File: src/rtl/dmem_pkg.sv
// Shared definitions for the data-memory access unit: funct3 size
// encodings, FSM state encoding and the access-size helper.
package dmem_pkg;

  localparam logic [2:0] SIZE_B  = 3'b000;
  localparam logic [2:0] SIZE_H  = 3'b001;
  localparam logic [2:0] SIZE_W  = 3'b010;
  localparam logic [2:0] SIZE_BU = 3'b100;
  localparam logic [2:0] SIZE_HU = 3'b101;

  typedef enum logic [1:0] {
    ST_IDLE = 2'd0,
    ST_ACC0 = 2'd1,
    ST_ACC1 = 2'd2,
    ST_DONE = 2'd3
  } dmem_state_e;

  // Number of bytes moved by a funct3 size; 0 marks an illegal encoding.
  function automatic logic [2:0] size_bytes(input logic [2:0] size);
    case (size)
      SIZE_B, SIZE_BU: size_bytes = 3'd1;
      SIZE_H, SIZE_HU: size_bytes = 3'd2;
      SIZE_W:          size_bytes = 3'd4;
      default:         size_bytes = 3'd0;
    endcase
  endfunction

endpackage

File: src/rtl/dmem_access_unit_if.sv
// Word-wide req/ack data-SRAM port. The access unit is the master,
// the SRAM (or its model) is the slave.
interface dmem_access_unit_if #(
  parameter int ADDR_WIDTH = 32,
  parameter int DATA_WIDTH = 32
);
  logic                    mem_req;
  logic                    mem_we;
  logic [ADDR_WIDTH-1:0]   mem_addr;
  logic [DATA_WIDTH/8-1:0] mem_be;
  logic [DATA_WIDTH-1:0]   mem_wdata;
  logic [DATA_WIDTH-1:0]   mem_rdata;
  logic                    mem_ack;

  modport master (
    output mem_req, mem_we, mem_addr, mem_be, mem_wdata,
    input  mem_rdata, mem_ack
  );

  modport slave (
    input  mem_req, mem_we, mem_addr, mem_be, mem_wdata,
    output mem_rdata, mem_ack
  );
endinterface

File: src/rtl/dmem_lane_align.sv
// Combinational byte-lane steering for the access unit.
// Store side: byte enables for the first/second word and write data
// rotated so byte 0 lands on lane `offset`.
// Load side: picks n bytes starting at `offset` out of {hi, lo} and
// sign- or zero-extends them.
module dmem_lane_align
  import dmem_pkg::*;
(
  input  logic [2:0]  size,
  input  logic [1:0]  offset,
  input  logic        second,       // 1 = second word of a split access
  input  logic [31:0] st_data,
  output logic [3:0]  st_be,
  output logic [31:0] st_data_rot,
  input  logic [31:0] ld_lo,        // word holding the first byte
  input  logic [23:0] ld_hi,        // following word (only 3 bytes can spill)
  output logic [31:0] ld_data
);

  logic [2:0]  nbytes;
  logic [3:0]  lane_base;
  logic [7:0]  lane_mask;
  logic [31:0] ld_shift;
  logic        ld_signed;

  // Byte-enable mask spanning two words; upper nibble belongs to the second word.
  always_comb begin
    nbytes = size_bytes(size);
    case (nbytes)
      3'd1:    lane_base = 4'b0001;
      3'd2:    lane_base = 4'b0011;
      3'd4:    lane_base = 4'b1111;
      default: lane_base = 4'b0000;
    endcase
    lane_mask = {4'b0000, lane_base} << offset;
    st_be     = second ? lane_mask[7:4] : lane_mask[3:0];
  end

  // Rotate store data left by 8*offset; the wrapped low bytes feed the second word.
  always_comb begin
    case (offset)
      2'd0:    st_data_rot = st_data;
      2'd1:    st_data_rot = {st_data[23:0], st_data[31:24]};
      2'd2:    st_data_rot = {st_data[15:0], st_data[31:16]};
      default: st_data_rot = {st_data[7:0],  st_data[31:8]};
    endcase
  end

  // Extract from {hi, lo} >> 8*offset, then truncate and extend.
  always_comb begin
    case (offset)
      2'd0:    ld_shift = ld_lo;
      2'd1:    ld_shift = {ld_hi[7:0],  ld_lo[31:8]};
      2'd2:    ld_shift = {ld_hi[15:0], ld_lo[31:16]};
      default: ld_shift = {ld_hi[23:0], ld_lo[31:24]};
    endcase
    ld_signed = ~size[2];
    case (nbytes)
      3'd1:    ld_data = {{24{ld_signed & ld_shift[7]}},  ld_shift[7:0]};
      3'd2:    ld_data = {{16{ld_signed & ld_shift[15]}}, ld_shift[15:0]};
      default: ld_data = ld_shift;
    endcase
  end

endmodule

File: src/rtl/dmem_access_unit.sv
// Data-memory access unit between the MEM stage and a req/ack word SRAM.
// Holds the core with `stall`, issues byte-lane word transactions and
// returns extended load data with a one-cycle `rsp_valid` pulse.
// Build option: DMEM_MISALIGNED_SPLIT_EN - when defined, accesses that
// cross a word boundary are split into two transactions (ACC0, ACC1);
// when undefined, any access not naturally aligned faults.
module dmem_access_unit
  import dmem_pkg::*;
#(
  parameter int ADDR_WIDTH = 32,
  parameter int DATA_WIDTH = 32
) (
  input  logic                  clk,
  input  logic                  rst,        // asynchronous, active low
  input  logic                  req_read,
  input  logic                  req_write,
  input  logic [ADDR_WIDTH-1:0] req_addr,
  input  logic [2:0]            req_size,
  input  logic [DATA_WIDTH-1:0] req_wdata,
  output logic [DATA_WIDTH-1:0] rsp_rdata,
  output logic                  rsp_valid,
  output logic                  stall,
  output logic                  fault,
  dmem_access_unit_if.master    mem
);

  dmem_state_e           state_q, state_d;
  logic                  fault_q, fault_d;
  logic [DATA_WIDTH-1:0] rsp_rdata_q, rsp_rdata_d;

  logic                  req_any;
  logic                  req_err;
  logic [2:0]            nbytes;
  logic [1:0]            offset;
  logic                  in_second;
  logic                  stall_c;
  logic                  mem_active;
  logic                  acc_done;
  logic [ADDR_WIDTH-1:0] word_addr;
  logic [3:0]            lane_be;
  logic [31:0]           lane_wdata;
  logic [31:0]           ld_lo;
  logic [23:0]           ld_hi;
  logic [31:0]           ld_data;

`ifdef DMEM_MISALIGNED_SPLIT_EN
  logic [31:0] word0_q, word0_d;
  logic        split_acc;
`else
  logic [1:0]  align_mask;
  logic        misaligned;
`endif

  assign req_any   = req_read | req_write;
  assign nbytes    = size_bytes(req_size);
  assign offset    = req_addr[1:0];
  assign word_addr = {req_addr[ADDR_WIDTH-1:2], 2'b00};
  assign in_second = (state_q == ST_ACC1);

  // Request legality; alignment only matters when splitting is not built in.
`ifdef DMEM_MISALIGNED_SPLIT_EN
  assign split_acc = ({2'b00, offset} + {1'b0, nbytes}) > 4'd4;
  assign req_err   = (req_read & req_write) | (nbytes == 3'd0) |
                     (req_write & req_size[2]);
`else
  always_comb begin
    case (nbytes)
      3'd4:    align_mask = 2'b11;
      3'd2:    align_mask = 2'b01;
      default: align_mask = 2'b00;
    endcase
    misaligned = |(offset & align_mask);
  end
  assign req_err = (req_read & req_write) | (nbytes == 3'd0) |
                   (req_write & req_size[2]) | misaligned;
`endif

  // Load source words: the first word is held while the second arrives.
`ifdef DMEM_MISALIGNED_SPLIT_EN
  assign ld_lo = in_second ? word0_q : mem.mem_rdata;
  assign ld_hi = in_second ? mem.mem_rdata[23:0] : 24'h0;
`else
  assign ld_lo = mem.mem_rdata;
  assign ld_hi = 24'h0;
`endif

  dmem_lane_align u_lane_align (
    .size        (req_size),
    .offset      (offset),
    .second      (in_second),
    .st_data     (req_wdata),
    .st_be       (lane_be),
    .st_data_rot (lane_wdata),
    .ld_lo       (ld_lo),
    .ld_hi       (ld_hi),
    .ld_data     (ld_data)
  );

  // Next-state, stall and capture logic; mem_ack only matters in ACC states.
  always_comb begin
    state_d     = state_q;
    fault_d     = fault_q;
    rsp_rdata_d = rsp_rdata_q;
`ifdef DMEM_MISALIGNED_SPLIT_EN
    word0_d     = word0_q;
`endif
    stall_c     = 1'b0;
    mem_active  = 1'b0;
    acc_done    = 1'b0;
    case (state_q)
      ST_IDLE: begin
        if (req_any) begin
          stall_c = 1'b1;
          if (req_err) begin
            state_d     = ST_DONE;
            fault_d     = 1'b1;
            rsp_rdata_d = '0;
          end else begin
            state_d = ST_ACC0;
          end
        end
      end
      ST_ACC0: begin
        stall_c    = 1'b1;
        mem_active = 1'b1;
        if (mem.mem_ack) begin
`ifdef DMEM_MISALIGNED_SPLIT_EN
          if (split_acc) begin
            state_d = ST_ACC1;
            word0_d = mem.mem_rdata;
          end else begin
            acc_done = 1'b1;
          end
`else
          acc_done = 1'b1;
`endif
        end
      end
`ifdef DMEM_MISALIGNED_SPLIT_EN
      ST_ACC1: begin
        stall_c    = 1'b1;
        mem_active = 1'b1;
        if (mem.mem_ack) begin
          acc_done = 1'b1;
        end
      end
`endif
      ST_DONE: begin
        state_d = ST_IDLE;
        fault_d = 1'b0;
      end
      default: state_d = ST_IDLE;
    endcase
    if (acc_done) begin
      state_d     = ST_DONE;
      fault_d     = 1'b0;
      rsp_rdata_d = req_read ? ld_data : '0;
    end
  end

  // State and response registers; reset drops the bus request immediately.
  always_ff @(posedge clk or negedge rst) begin
    if (!rst) begin
      state_q     <= ST_IDLE;
      fault_q     <= 1'b0;
      rsp_rdata_q <= '0;
    end else begin
      state_q     <= state_d;
      fault_q     <= fault_d;
      rsp_rdata_q <= rsp_rdata_d;
    end
  end

`ifdef DMEM_MISALIGNED_SPLIT_EN
  // First word of a split load, kept until the second word arrives.
  always_ff @(posedge clk or negedge rst) begin
    if (!rst) begin
      word0_q <= '0;
    end else begin
      word0_q <= word0_d;
    end
  end
`endif

  assign mem.mem_req   = mem_active;
  assign mem.mem_we    = mem_active & req_write;
  assign mem.mem_addr  = !mem_active ? '0 :
                         in_second ? word_addr + ADDR_WIDTH'(4) : word_addr;
  assign mem.mem_be    = mem_active ? lane_be : 4'b0000;
  assign mem.mem_wdata = mem_active ? lane_wdata : '0;

  assign stall     = stall_c & rst;
  assign rsp_valid = (state_q == ST_DONE);
  assign fault     = fault_q;
  assign rsp_rdata = rsp_rdata_q;

endmodule

File: src/flat_wrapper.sv
// flat-port wrapper written by rule: the top's interface ports become plain ports
module dmem_access_unit_flat import dmem_pkg::*;
#(
  parameter int ADDR_WIDTH = 32,
  parameter int DATA_WIDTH = 32
)
  (clk, rst, req_read, req_write, req_addr, req_size, req_wdata, rsp_rdata, rsp_valid, stall, fault, mem_mem_req, mem_mem_we, mem_mem_addr, mem_mem_be, mem_mem_wdata, mem_mem_rdata, mem_mem_ack);
  dmem_access_unit_if #(.ADDR_WIDTH(ADDR_WIDTH), .DATA_WIDTH(DATA_WIDTH)) mem_i ();
  input  logic clk;
  input  logic rst;
  input  logic req_read;
  input  logic req_write;
  input  logic [ADDR_WIDTH-1:0] req_addr;
  input  logic [2:0] req_size;
  input  logic [DATA_WIDTH-1:0] req_wdata;
  output logic [DATA_WIDTH-1:0] rsp_rdata;
  output logic rsp_valid;
  output logic stall;
  output logic fault;
  output wire logic [$bits(mem_i.mem_req)-1:0] mem_mem_req;
  output wire logic [$bits(mem_i.mem_we)-1:0] mem_mem_we;
  output wire logic [$bits(mem_i.mem_addr)-1:0] mem_mem_addr;
  output wire logic [$bits(mem_i.mem_be)-1:0] mem_mem_be;
  output wire logic [$bits(mem_i.mem_wdata)-1:0] mem_mem_wdata;
  input wire logic [$bits(mem_i.mem_rdata)-1:0] mem_mem_rdata;
  input wire logic [$bits(mem_i.mem_ack)-1:0] mem_mem_ack;
  assign mem_mem_req = mem_i.mem_req;
  assign mem_mem_we = mem_i.mem_we;
  assign mem_mem_addr = mem_i.mem_addr;
  assign mem_mem_be = mem_i.mem_be;
  assign mem_mem_wdata = mem_i.mem_wdata;
  assign mem_i.mem_rdata = mem_mem_rdata;
  assign mem_i.mem_ack = mem_mem_ack;
  dmem_access_unit #(.ADDR_WIDTH(ADDR_WIDTH), .DATA_WIDTH(DATA_WIDTH)) u_core (.clk(clk), .rst(rst), .req_read(req_read), .req_write(req_write), .req_addr(req_addr), .req_size(req_size), .req_wdata(req_wdata), .rsp_rdata(rsp_rdata), .rsp_valid(rsp_valid), .stall(stall), .fault(fault), .mem(mem_i));
endmodule
File: config.mk
export PLATFORM = sky130hd
export DESIGN_NAME = dmem_access_unit_flat
export DESIGN_NICKNAME = d
export VERILOG_FILES = /design/src/rtl/dmem_pkg.sv /design/src/rtl/dmem_access_unit_if.sv /design/src/rtl/dmem_lane_align.sv /design/src/rtl/dmem_access_unit.sv /design/src/flat_wrapper.sv
export SDC_FILE = /design/constraint.sdc
export NUM_CORES = 1
export LEC_CHECK = 0
export CAP_MARGIN = 10
export CORE_MARGIN = 8
export CORE_UTILIZATION = 41
export DETAILED_ROUTE_END_ITERATION = 10
export PLACE_DENSITY = 0.85
export SYNTH_ARGS = -nofsm -noshare
export SYNTH_HDL_FRONTEND = slang
export SYNTH_SLANG_ARGS = --single-unit
File: constraint.sdc
create_clock -name clk -period 4.2 [get_ports clk]
set_clock_uncertainty 0.1 [all_clocks]
set_input_delay 0.84 -clock clk [delete_from_list [all_inputs] [get_ports clk]]
set_output_delay 0.84 -clock clk [all_outputs]
set_load 0.1 [all_outputs]
==> key figures, run 1 <==
Final layout
  • ANT cells: 0
  • Share of cells above drive strength 1: 0.280
  • NumNets Final: 607
  • Post-route insts no fill: 608
  • Layout area overhead: 66.6%

CTS
  • # Post-CTS Setup Buffers: 0
  • Root Driver: clkbuf_8
  • Bufs on Longest Clock Path: 2
  • # hold bufs at CTS: 0
  • Clock Sinks: 35
  • Num CTS Buffers: 5
  • Clock-pin transition on the worst setup and hold timing paths: 0.07 ns
  • Skew-Pair Late Insertion Delay: 0.29 ns
  • H-Tree Depth: 2
  • Resized cells post-CTS: 0
  • TritonCTS clock tree: built

STA
  • Slew headroom: 0.318
  • Unrepaired setup endpoints after global routing: false
  • Setup violators final: 0
  • Fmax: 286 MHz
  • Tcrit/Tclk final: 0.832
  • Endpoints failing hold: 0
  • Fin Setup TNS: 0 ns
  • Worst-Margin Slew: 1.02 ns
  • Fin crit period: 3.49 ns
  • Slew Viols, Final: 0

Global routing
  • Initial antenna violation count: 0
  • GR Util All Layers: 0.210
  • First-pass GRT wire length: 19300 um
  • Met3 GRT Util: 0.0744
  • Vias in the first global route: 3576
  • Met2 GRT Util: 0.358
  • Largest net degree at the start of global routing: 63
  • GR Overflow Total: 0
  • GR peak layer: met2
  • Met1 Resource Use GR: 0.239

Worst setup path
  • CP Launch Type: primary input
  • Worst Path Required: 3.26 ns
  • Critical R2R Launch: u_core.state_q[1]$_DFFE_PN0P_
  • Setup Crit Path Kind: primary input to output port
  • Critical Path AT: 2.55 ns
  • Reg2Reg Depth: 3
  • Crit Path Max Fanout: 36
  • Worst Setup End Kind: output port
  • Worst R2R Setup Slack: 2.10 ns
  • R2r endpoint: u_core.rsp_rdata[24]$_DFFE_PN0P_

Floorplanning
  • Initial Util: 0.413
  • I/O pin count: 209
  • Row cnt: 33
  • Die height: 106 um
  • Chip Width: 106 um
  • Core Area: 0.00805 sq mm
  • Die area: 0.0112 sq mm

Detailed routing
  • Initial DRC count: 89
  • Routed len/inst: 20.1 um
  • Antenna Nets Post-Route: 0
  • Drt total wl: 12200 um
  • Via count: 3456
  • Vias per inst: 5.68
  • Drt first pass iters: 4
  • DR DRC count: 0

Hold path
  • Hold Crit Depth: 2
  • Worst min-delay path startpoint: u_core.fault$_DFFE_PN0P_
  • HP Class: register to register
  • WHS Endpoint: u_core.fault$_DFFE_PN0P_

Synth
  • Simple-gate portion of the synthesized area: 0.206
  • Cell variety after synth: 43
  • Post-synthesis xor/xnor area fraction: 0
  • Synthesized instance count: 313
  • Multiplexer area fraction after synthesis: 0.301
  • Yosys Warn Count: 0
  • Synth Area in Compound Gates: 0.166
  • Synth Cell Area: 0.00332 sq mm
  • Post-synthesis adder-cell area fraction: 0.00377
  • Syn Area/Cell: 10.6 sq um
  • Largest family of logic cells by synthesized area: multiplexers
  • FF+latch count, synth: 35
  • Seq/Total Area, Yosys: 0.264

Flow run
  • Max_cap viols: 0

Placement
  • Dpl cells: 600
  • Final HPWL DP: 9810 um
  • I/O Buffers: 206
  • Placer Congestion: 0.807

Status
  • Outcome: finished clean
## logic make-up (layout without fill, tap and decap cells)
logic type,Yosys count,count (layout)
adder cells (fa/ha/maj),1,1
other,1,2
AND/OR/NAND/NOR,113,113
multiplexers,57,57
flip-flops,35,35
AO/OA/AOI/OAI,70,70
buffers and inverters,36,225
## final cells by class
class | instances | area [sq um]
clock inverters | 3 | 43.8
fillers | 606 | 2510
clock buffers | 5 | 68.8
well taps | 105 | 131
multi-input cells | 243 | 2280
repair buffers | 214 | 2130
inverters | 3 | 11.3
flip-flops and latches | 35 | 876
## metrics by stage
stage          utilization  setup WS [ns]  cell area, sq um  hold slack (ns)
6_report             0.688          0.706              5540            0.386
5_1_grt              0.688          0.582              5540            0.426
4_1_cts              0.688          0.678              5540            0.398
3_5_place_dp         0.674          0.676              5420            0.373
3_3_place_gp         0.674          0.724              5420            0.372
2_1_floorplan            -          0.251              3340            0.418
## cells in the mapped netlist
| master | count | area (sq um) |
|---|---|---|
| and4bb_1 | 1 | 12.5 |
| nand3b_1 | 1 | 7.51 |
| ha_1 | 1 | 12.5 |
| or2_2 | 1 | 6.26 |
| buf_6 | 3 | 33.8 |
| a221o_1 | 16 | 160 |
| a2111oi_2 | 1 | 15.0 |
| a21oi_1 | 16 | 80.1 |
| nor3_1 | 3 | 15.0 |
| o21ai_0 | 3 | 15.0 |
| a211oi_1 | 2 | 15.0 |
| buf_2 | 14 | 70.1 |
| o21a_1 | 1 | 7.51 |
| nor3_2 | 1 | 10.0 |
| nor2b_1 | 3 | 18.8 |
| nand3_1 | 2 | 10.0 |
| inv_1 | 3 | 11.3 |
| nand4b_1 | 1 | 8.76 |
| nand4_1 | 5 | 31.3 |
| and2b_4 | 1 | 10.0 |
| nor4_2 | 1 | 12.5 |
| mux2_4 | 1 | 15.0 |
| nor3b_2 | 2 | 25.0 |
| o41ai_1 | 1 | 8.76 |
| clkbuf_1 | 11 | 41.3 |
| mux2i_1 | 14 | 140 |
| nand2b_1 | 5 | 31.3 |
| mux2_2 | 9 | 101 |
| nor4_1 | 2 | 12.5 |
| o22ai_1 | 1 | 6.26 |
| a41oi_1 | 2 | 17.5 |
| dfrtp_1 | 35 | 876 |
| buf_4 | 5 | 37.5 |
| o21ai_1 | 1 | 5.00 |
| conb_1 | 1 | 3.75 |
| nand2_1 | 4 | 15.0 |
| a22o_1 | 1 | 8.76 |
| o31ai_1 | 2 | 15.0 |
| nor2_1 | 17 | 63.8 |
| o2bb2ai_1 | 22 | 193 |
| a31oi_1 | 1 | 6.26 |
| and2_1 | 63 | 394 |
| mux4_2 | 33 | 743 |
## worst max-delay path, stage by stage
cell	delay [ns]
buf_2	0.69
mux4_2	0.60
and2_1	0.17
buf_4	0.23
## registers in the layout, summed over array words and instances, names as in the netlist
signal / count
u_core.rsp_rdata: 32
u_core.state_q: 2
u_core.fault: 1
## routing by layer
| metal | part of all wire | vias to the layer above |
|---|---|---|
| li1 | - | 1583 |
| met1 | 0.37 | 1661 |
| met2 | 0.50 | 193 |
| met3 | 0.11 | 19 |
| met4 | 0.019 | 0 |
| met5 | 0 | - |
## worst max path at each step
| stage | start | end | cells past startpoint |
|---|---|---|---|
| floorplan | req_addr[1] | mem_mem_be[3] | 6 |
| global placement | req_addr[1] | mem_mem_wdata[14] | 4 |
| detailed placement | req_addr[1] | mem_mem_wdata[14] | 4 |
| CTS | req_addr[1] | mem_mem_wdata[14] | 4 |
| global route | req_addr[1] | mem_mem_wdata[14] | 4 |
| finish | req_addr[1] | mem_mem_wdata[13] | 4 |
## cells in the final DEF, fill, tap and decap left out, types with 2 or more instances in the layout
master / instances
o31ai_1: 2
nor4_1: 2
mux2i_1: 14
nor3_2: 3
nand2b_1: 5
clkbuf_8: 5
buf_4: 63
o21ai_0: 3
nor2b_1: 3
buf_12: 15
o2bb2ai_1: 22
nand3_1: 2
nand2_1: 4
mux4_2: 33
a41oi_1: 2
and2_1: 63
conb_1: 2
nor3b_2: 2
inv_1: 3
a21oi_1: 16
dfrtp_1: 35
mux2_2: 9
nor2_1: 17
clkdlybuf4s50_1: 135
a221o_1: 16
nand4_1: 5
Power of run 1 is left out: the tool's default activity adds up to more than one toggle a clock period on the data nets, which glitch-free logic cannot reach.
==> inputs of run 2 (changes only) <==
--- a/config.mk
+++ b/config.mk
@@ -7,9 +7,9 @@
 export LEC_CHECK = 0
 export CAP_MARGIN = 10
 export CORE_MARGIN = 8
-export CORE_UTILIZATION = 41
+export CORE_UTILIZATION = 34
 export DETAILED_ROUTE_END_ITERATION = 10
-export PLACE_DENSITY = 0.85
+export PLACE_DENSITY = 0.75
 export SYNTH_ARGS = -nofsm -noshare
 export SYNTH_HDL_FRONTEND = slang
 export SYNTH_SLANG_ARGS = --single-unit
==> constraint.sdc (replaced) <==
create_clock -name clk -period 3 [get_ports clk]
set_clock_uncertainty 0.1 [all_clocks]
set_input_delay 0.6 -clock clk [delete_from_list [all_inputs] [get_ports clk]]
set_output_delay 0.6 -clock clk [all_outputs]
set_load 0.1 [all_outputs]
==> run 2 against run 1 <==
Compared with the run above: sequential share of layout area decreased by 1.7 points; setup slack got worse by 0.59 ns; non-clock buffer count increased by 4; first-iteration DRC count increased by 45%; global-route usage decreased by 2.3 points; critical path depth increased by 2; flip-flop and latch count unchanged; wire length increased by 5.5%.
==> key figures, run 2 (synthesis gave the netlist of run 1 again) <==
Detailed routing
  • Vias per inst: 5.39 (-5.2%)
  • Initial DRC count: 129 (+45%)
  • Drt total wl: 12900 um (+5.5%)
  • Drt first pass iters: 4 (unchanged)
  • Antenna Nets Post-Route: 0 (unchanged)
  • Via count: 3448 (-0.23%)
  • Routed len/inst: 20.1 um (+0.21%)
  • DR DRC count: 0 (unchanged)

Global routing
  • Initial antenna violation count: 0 (unchanged)
  • Vias in the first global route: 3626 (+1.4%)
  • GR Overflow Total: 0 (unchanged)
  • Largest net degree at the start of global routing: 63 (unchanged)
  • First-pass GRT wire length: 19800 um (+2.3%)
  • GR Util All Layers: 0.187 (-0.0227)

Floorplanning
  • Chip Width: 115 um (+8.3%)
  • Die height: 115 um (+8.3%)
  • Row cnt: 36 (+9.1%)
  • Initial Util: 0.345 (-0.0680)
  • Core Area: 0.00964 sq mm (+20%)
  • Die area: 0.0132 sq mm (+17%)
  • I/O pin count: 209 (unchanged)

STA
  • Setup violators final: 0 (unchanged)
  • Slew headroom: 0.328 (+0.0103)
  • Slew Viols, Final: 0 (unchanged)
  • Worst-Margin Slew: 1.00 ns (-0.0206 ns)
  • Unrepaired setup endpoints after global routing: false
  • Fmax: 347 MHz
  • Endpoints failing hold: 0 (unchanged)
  • Fin crit period: 2.89 ns
  • Tcrit/Tclk final: 0.962
  • Fin Setup TNS: 0 ns (unchanged)

CTS
  • # hold bufs at CTS: 0 (unchanged)
  • Clock-pin transition on the worst setup and hold timing paths: 0.07 ns (about the same)
  • Root Driver: clkbuf_8
  • # Post-CTS Setup Buffers: 0 (unchanged)
  • TritonCTS clock tree: built
  • Resized cells post-CTS: 0 (unchanged)
  • Skew-Pair Late Insertion Delay: 0.29 ns (about the same)
  • Bufs on Longest Clock Path: 2 (unchanged)
  • H-Tree Depth: 2 (unchanged)
  • Clock Sinks: 35 (unchanged)
  • Num CTS Buffers: 5 (unchanged)

Worst setup path
  • CP Launch Type: primary input
  • Critical path's top delay family: simple AND/OR/NAND/NOR gates
  • Setup Crit Path Kind: primary input to output port
  • Slowest cell on the critical path: clkdlybuf4s50_1
  • Worst Setup End Kind: output port
  • Crit Path Max Fanout: 2 (-94%)
  • Crit-path cells: clkdlybuf4s50_1 > nand4_1 > nor4_1 > a41oi_1 > nor2_2 > buf_12
  • Worst path max stage delay: 0.48 ns (-0.21 ns)
  • Buffers plus inverters on the worst setup path: 2 (unchanged)
  • Critical Path AT: 2.19 ns (-0.36 ns)
  • Worst Path Required: 2.30 ns (-0.96 ns)

Final layout
  • Most common cell after layout, fill and taps aside: clkdlybuf4s50_1
  • Most frequent cells in the layout: clkdlybuf4s50_1 (100), buf_12 (70), and2_1 (54)
  • Share of cells above drive strength 1: 0.375 (+0.0944)
  • NumNets Final: 611 (+0.66%)
  • Max reg flops: 32 (unchanged)
  • Layout area overhead: 87.0%
  • ANT cells: 0 (unchanged)

Placement
  • Final HPWL DP: 10600 um (+7.6%)
  • I/O Buffers: 206 (unchanged)
  • Placer Congestion: 0.835 (+3.5%)

Hold path
  • HP Class: primary input to async pin

Flow run
  • Max_cap viols: 0 (unchanged)

Status
  • Outcome: finished clean
run 2: cell count changes in the layout (fill, tap and decap cells not counted), moves of 3 or more:
cell and change:
buf_12 +55, clkdlybuf4s50_1 -35, buf_4 -16, and2_1 -9, and2_2 +9, nor2_1 -3
run 2: metal layers:
| layer | track usage | up-vias | share of wire |
|---|---|---|---|
| li1 | - | 1590 | - |
| met1 | 0.217 | 1682 | 0.39 |
| met2 | 0.332 | 167 | 0.50 |
| met3 | 0.0578 | 9 | 0.11 |
| met4 | 0.0377 | 0 | 0.0075 |
| met5 | 0 | - | 0 |
run 2: worst paths after layout:
check                                              endpoint  cells past startpoint  slack, ns                          start
min                         u_core.rsp_rdata[1]$_DFFE_PN0P_                      2       0.24                            rst
min reg2reg                        u_core.fault$_DFFE_PN0P_                      2       0.39       u_core.fault$_DFFE_PN0P_
max reg2reg                u_core.rsp_rdata[24]$_DFFE_PN0P_                      4       0.88  u_core.state_q[1]$_DFFE_PN0P_
max in group asynchronous  u_core.rsp_rdata[22]$_DFFE_PN0P_                      2       2.24                            rst
max                                        mem_mem_addr[28]                      6       0.11                    req_addr[9]
min in group clk                   u_core.fault$_DFFE_PN0P_                      2       0.39       u_core.fault$_DFFE_PN0P_
run 2: layout make-up:
cell class / instances / area [sq um]
clock buffer: 7 / 76.3
clock inverter: 1 / 5.00
fill: 759 / 3420
inverter: 3 / 11.3
multi-input combinational: 243 / 2320
sequential: 35 / 876
tap: 133 / 166
timing repair buffer: 218 / 2760
run 2: stage by stage:
step	setup slack [ns]	cell area [sq um]	hold slack, ns	std cells	util
floorplan	0.00815	3390	0.204	314	-
global placement	0.170	6130	0.372	632	0.636
detailed placement	0.100	6130	0.368	632	0.636
CTS	0.0959	6210	0.258	640	0.645
global route	0.00798	6210	0.295	640	0.645
finish	0.114	6210	0.241	640	0.645
Power of run 2 is left out for the same reason.
==> inputs of run 3 (changes only) <==
--- a/config.mk
+++ b/config.mk
@@ -7,9 +7,11 @@
 export LEC_CHECK = 0
 export CAP_MARGIN = 10
 export CORE_MARGIN = 8
-export CORE_UTILIZATION = 34
+export CORE_UTILIZATION = 37
+export CTS_BUF_LIST = sky130_fd_sc_hd__clkbuf_2 sky130_fd_sc_hd__clkbuf_4 sky130_fd_sc_hd__clkbuf_8
 export DETAILED_ROUTE_END_ITERATION = 10
-export PLACE_DENSITY = 0.75
+export PLACE_DENSITY = 0.77
 export SYNTH_ARGS = -nofsm -noshare
 export SYNTH_HDL_FRONTEND = slang
+export SYNTH_HIERARCHICAL = 1
 export SYNTH_SLANG_ARGS = --single-unit
==> run 3 against run 2 <==
Compared with the run above: sequential share of layout area decreased by 1.1 points; final area increased by 8.1%; clock-buffer cell count down 2; wire length increased by 9.4%; first-iteration DRC count rose by 95%; critical path depth rose by 1; largest cell class is now multi-input gates.
==> key figures, run 3 <==
Power and ir drop
  • Pwr dens: 1160 mW/mm^2
  • IR drop worst, VDD: 789 uV
  • Leak: 2.90 nW

STA
  • Tcrit/Tclk final: 0.961 (about the same)
  • Endpoints failing hold: 0 (unchanged)
  • Slew Viols, Final: 0 (unchanged)
  • Fmax: 347 MHz (about the same)
  • Slew headroom: 0.621 (+0.293)
  • Worst-Margin Slew: 0.568 ns (-0.432 ns)
  • Fin crit period: 2.88 ns (-0.00210 ns)
  • Hold WS: 0.262 ns (+0.0204 ns)
  • Unrepaired setup endpoints after global routing: false
  • Setup violators final: 0 (unchanged)
  • Fin Setup TNS: 0 ns (unchanged)

Synth
  • Synth Cell Area: 0.00379 sq mm (+14%)
  • Top cell type's share of synthesized area: 0.280 (+0.0160)
  • Yosys Warn Count: 6 (+6)
  • Largest cells by area after synthesis: mux4_2 (28%), dfrtp_1 (23%), and2_1 (11%)
  • Async SR Flop Fraction: 1.00 (unchanged)
  • Syn Area/Cell: 10.6 sq um (-0.39%)
  • Dominant cell type by area after synthesis: mux4_2
  • Seq/Total Area, Yosys: 0.231 (-0.0322)
  • Post-synth top cells: and2_1 (69), mux4_2 (47), a22o_1 (36)
  • FF+latch count, synth: 35 (unchanged)
  • Synthesized instance count: 358 (+14%)
  • Post-synth EDFFs: 0 (unchanged)
  • Cell variety after synth: 33 (-23%)
  • Ys flop type: dfrtp_1
  • Most common cell in the synthesized netlist: and2_1

Worst setup path
  • Crit Path Max Fanout: 4 (+2)
  • Worst R2R Setup Slack: 1.28 ns (+0.40 ns)
  • CP startpoint: req_size[2]
  • Worst Setup End Kind: output port
  • Reg2Reg Depth: 4 (unchanged)
  • Worst Path Required: 2.30 ns (about the same)
  • R2r endpoint: u_core/rsp_rdata[23]$_DFFE_PN0P_
  • CP Launch Type: primary input
  • Critical Path AT: 2.18 ns (about the same)
  • Critical R2R Launch: u_core/state_q[0]$_DFFE_PN0P_
  • Crit path to: mem_mem_be[0]
  • Setup Crit Path Kind: primary input to output port

CTS
  • Skew-Pair Late Insertion Delay: 0.30 ns (about the same)
  • Clock-pin transition on the worst setup and hold timing paths: 0.07 ns (about the same)
  • Num CTS Buffers: 5 (unchanged)
  • # hold bufs at CTS: 0 (unchanged)
  • TritonCTS clock tree: built
  • Clock Sinks: 35 (unchanged)
  • H-Tree Depth: 2 (unchanged)
  • Root Driver: clkbuf_8
  • Bufs on Longest Clock Path: 2 (unchanged)

Floorplanning
  • Initial Util: 0.373 (+0.0287)
  • Core Area: 0.0101 sq mm (+5.2%)
  • Die area: 0.0137 sq mm (+4.0%)
  • Chip Width: 117 um (+2.0%)
  • I/O pin count: 209 (unchanged)
  • Row cnt: 37 (+2.8%)
  • Die height: 117 um (+2.0%)

Detailed routing
  • Routed len/inst: 19.5 um (-3.3%)
  • DR DRC count: 0 (unchanged)
  • Initial DRC count: 252 (+95%)
  • Vias per inst: 5.18 (-3.8%)
  • Via count: 3752 (+8.8%)
  • Antenna Nets Post-Route: 0 (unchanged)
  • Drt first pass iters: 4 (unchanged)
  • Drt total wl: 14100 um (+9.4%)

Status
  • Outcome: finished clean

Final layout
  • NumNets Final: 691 (+13%)
  • Max reg flops: 32 (unchanged)
  • Share of cells above drive strength 1: 0.328 (-0.0465)
  • ANT cells: 0 (unchanged)
  • Most frequent cells in the layout: clkdlybuf4s50_1 (100), buf_12 (71), and2_1 (69)
  • Layout area overhead: 77.5%
  • Most common cell after layout, fill and taps aside: clkdlybuf4s50_1

Hold path
  • HP Class: primary input to async pin

Placement
  • I/O Buffers: 206 (unchanged)
  • Final HPWL DP: 11600 um (+10%)
  • Placer Congestion: 0.845 (+1.2%)

Global routing
  • Initial antenna violation count: 0 (unchanged)
  • GR Overflow Total: 0 (unchanged)
  • Largest net degree at the start of global routing: 57 (-9.5%)
  • First-pass GRT wire length: 20800 um (+5.5%)
  • Vias in the first global route: 3610 (-0.44%)
  • GR Util All Layers: 0.201 (+0.0138)

Flow run
  • Max_cap viols: 0 (unchanged)
## run 3: cell types whose count changed in the layout (fill, tap and decap cells not counted), moves of 16 or more
cell | before | now
a221o_1 | 16 | 0
a22o_1 | 1 | 36
conb_1 | 2 | 42
nand2_1 | 4 | 24
o2bb2ai_1 | 22 | 0
o21ai_0 | 3 | 25
## run 3: cell type report
cell class | instances | area [sq um]
Sequential cell | 35 | 876
Timing Repair Buffer | 220 | 2790
Tap cell | 136 | 170
Clock inverter | 3 | 20.0
Fill cell | 742 | 3420
Inverter | 2 | 7.51
Clock buffer | 5 | 68.8
Multi-Input combinational cell | 323 | 2790
## run 3: metrics by stage
stage / util / setup WS [ns] / cell area (sq um) / cells / power [W]
finish: 0.663 / 0.117 / 6720 / 724 / 0.00780
global route: 0.663 / 0.0435 / 6720 / 724 / 0.00802
CTS: 0.663 / 0.0430 / 6720 / 724 / 0.00785
detailed placement: 0.654 / 0.0499 / 6630 / 716 / 0.00750
global placement: 0.654 / 0.128 / 6630 / 716 / 0.00744
floorplan: - / 0.0627 / 3940 / 399 / 0.00529
## run 3: worst min path at each step
stage / startpoint / end / slack, ns / depth (start not counted)
floorplan: rst / u_core/fault$_DFFE_PN0P_ / 0.20 / 0
global placement: u_core/rsp_rdata[19]$_DFFE_PN0P_ / u_core/rsp_rdata[19]$_DFFE_PN0P_ / 0.39 / 1
detailed placement: u_core/rsp_rdata[16]$_DFFE_PN0P_ / u_core/rsp_rdata[16]$_DFFE_PN0P_ / 0.39 / 1
CTS: rst / u_core/rsp_rdata[1]$_DFFE_PN0P_ / 0.28 / 2
global route: rst / u_core/rsp_rdata[13]$_DFFE_PN0P_ / 0.30 / 2
finish: rst / u_core/rsp_rdata[13]$_DFFE_PN0P_ / 0.26 / 2
## run 3: worst max-delay path, stage by stage
cell and delay [ns]:
clkdlybuf4s50_1 0.43, or2_2 0.31, nor2_1 0.21, a22o_1 0.18
a22o_1 0.11, and2_1 0.16, buf_12 0.18
## run 3: cell families (layout without fill, tap and decap cells)
kind of cell	Yosys count	in the layout	synth area share
AND/OR/NAND/NOR	122	122	0.175
AO/OA/AOI/OAI	81	81	0.154
XOR/XNOR	1	1	0.00231
flip-flops	35	35	0.231
multiplexers	77	77	0.363
buffers and inverters	41	230	0.0727
other	1	42	0.000990
## run 3: timing repair
item / 4_1_cts / 5_1_grt
endpoints found under the setup margin: 0 / 1
gates resized for setup: 0 / 1
endpoints found under the hold margin: 0 / 0
setup buffers: 0 / 0
## run 3: layer usage
metal	vias up	track usage	wire, um
met5	-	0	0
met4	0	0.0341	111
met3	9	0.0328	906
met2	136	0.386	7910
met1	1847	0.229	5150
li1	1760	-	-
## run 3: power breakdown
| group | switching (W) | total (W) | leakage [nW] | internal, W |
|---|---|---|---|---|
| Clock | 0.000180 | 0.000341 | 0.0402 | 0.000161 |
| Sequential | 0.000133 | 0.000785 | 0.468 | 0.000651 |
| Combinational | 0.00464 | 0.00667 | 2.40 | 0.00203 |
Power figures use the tool's default switching activity.
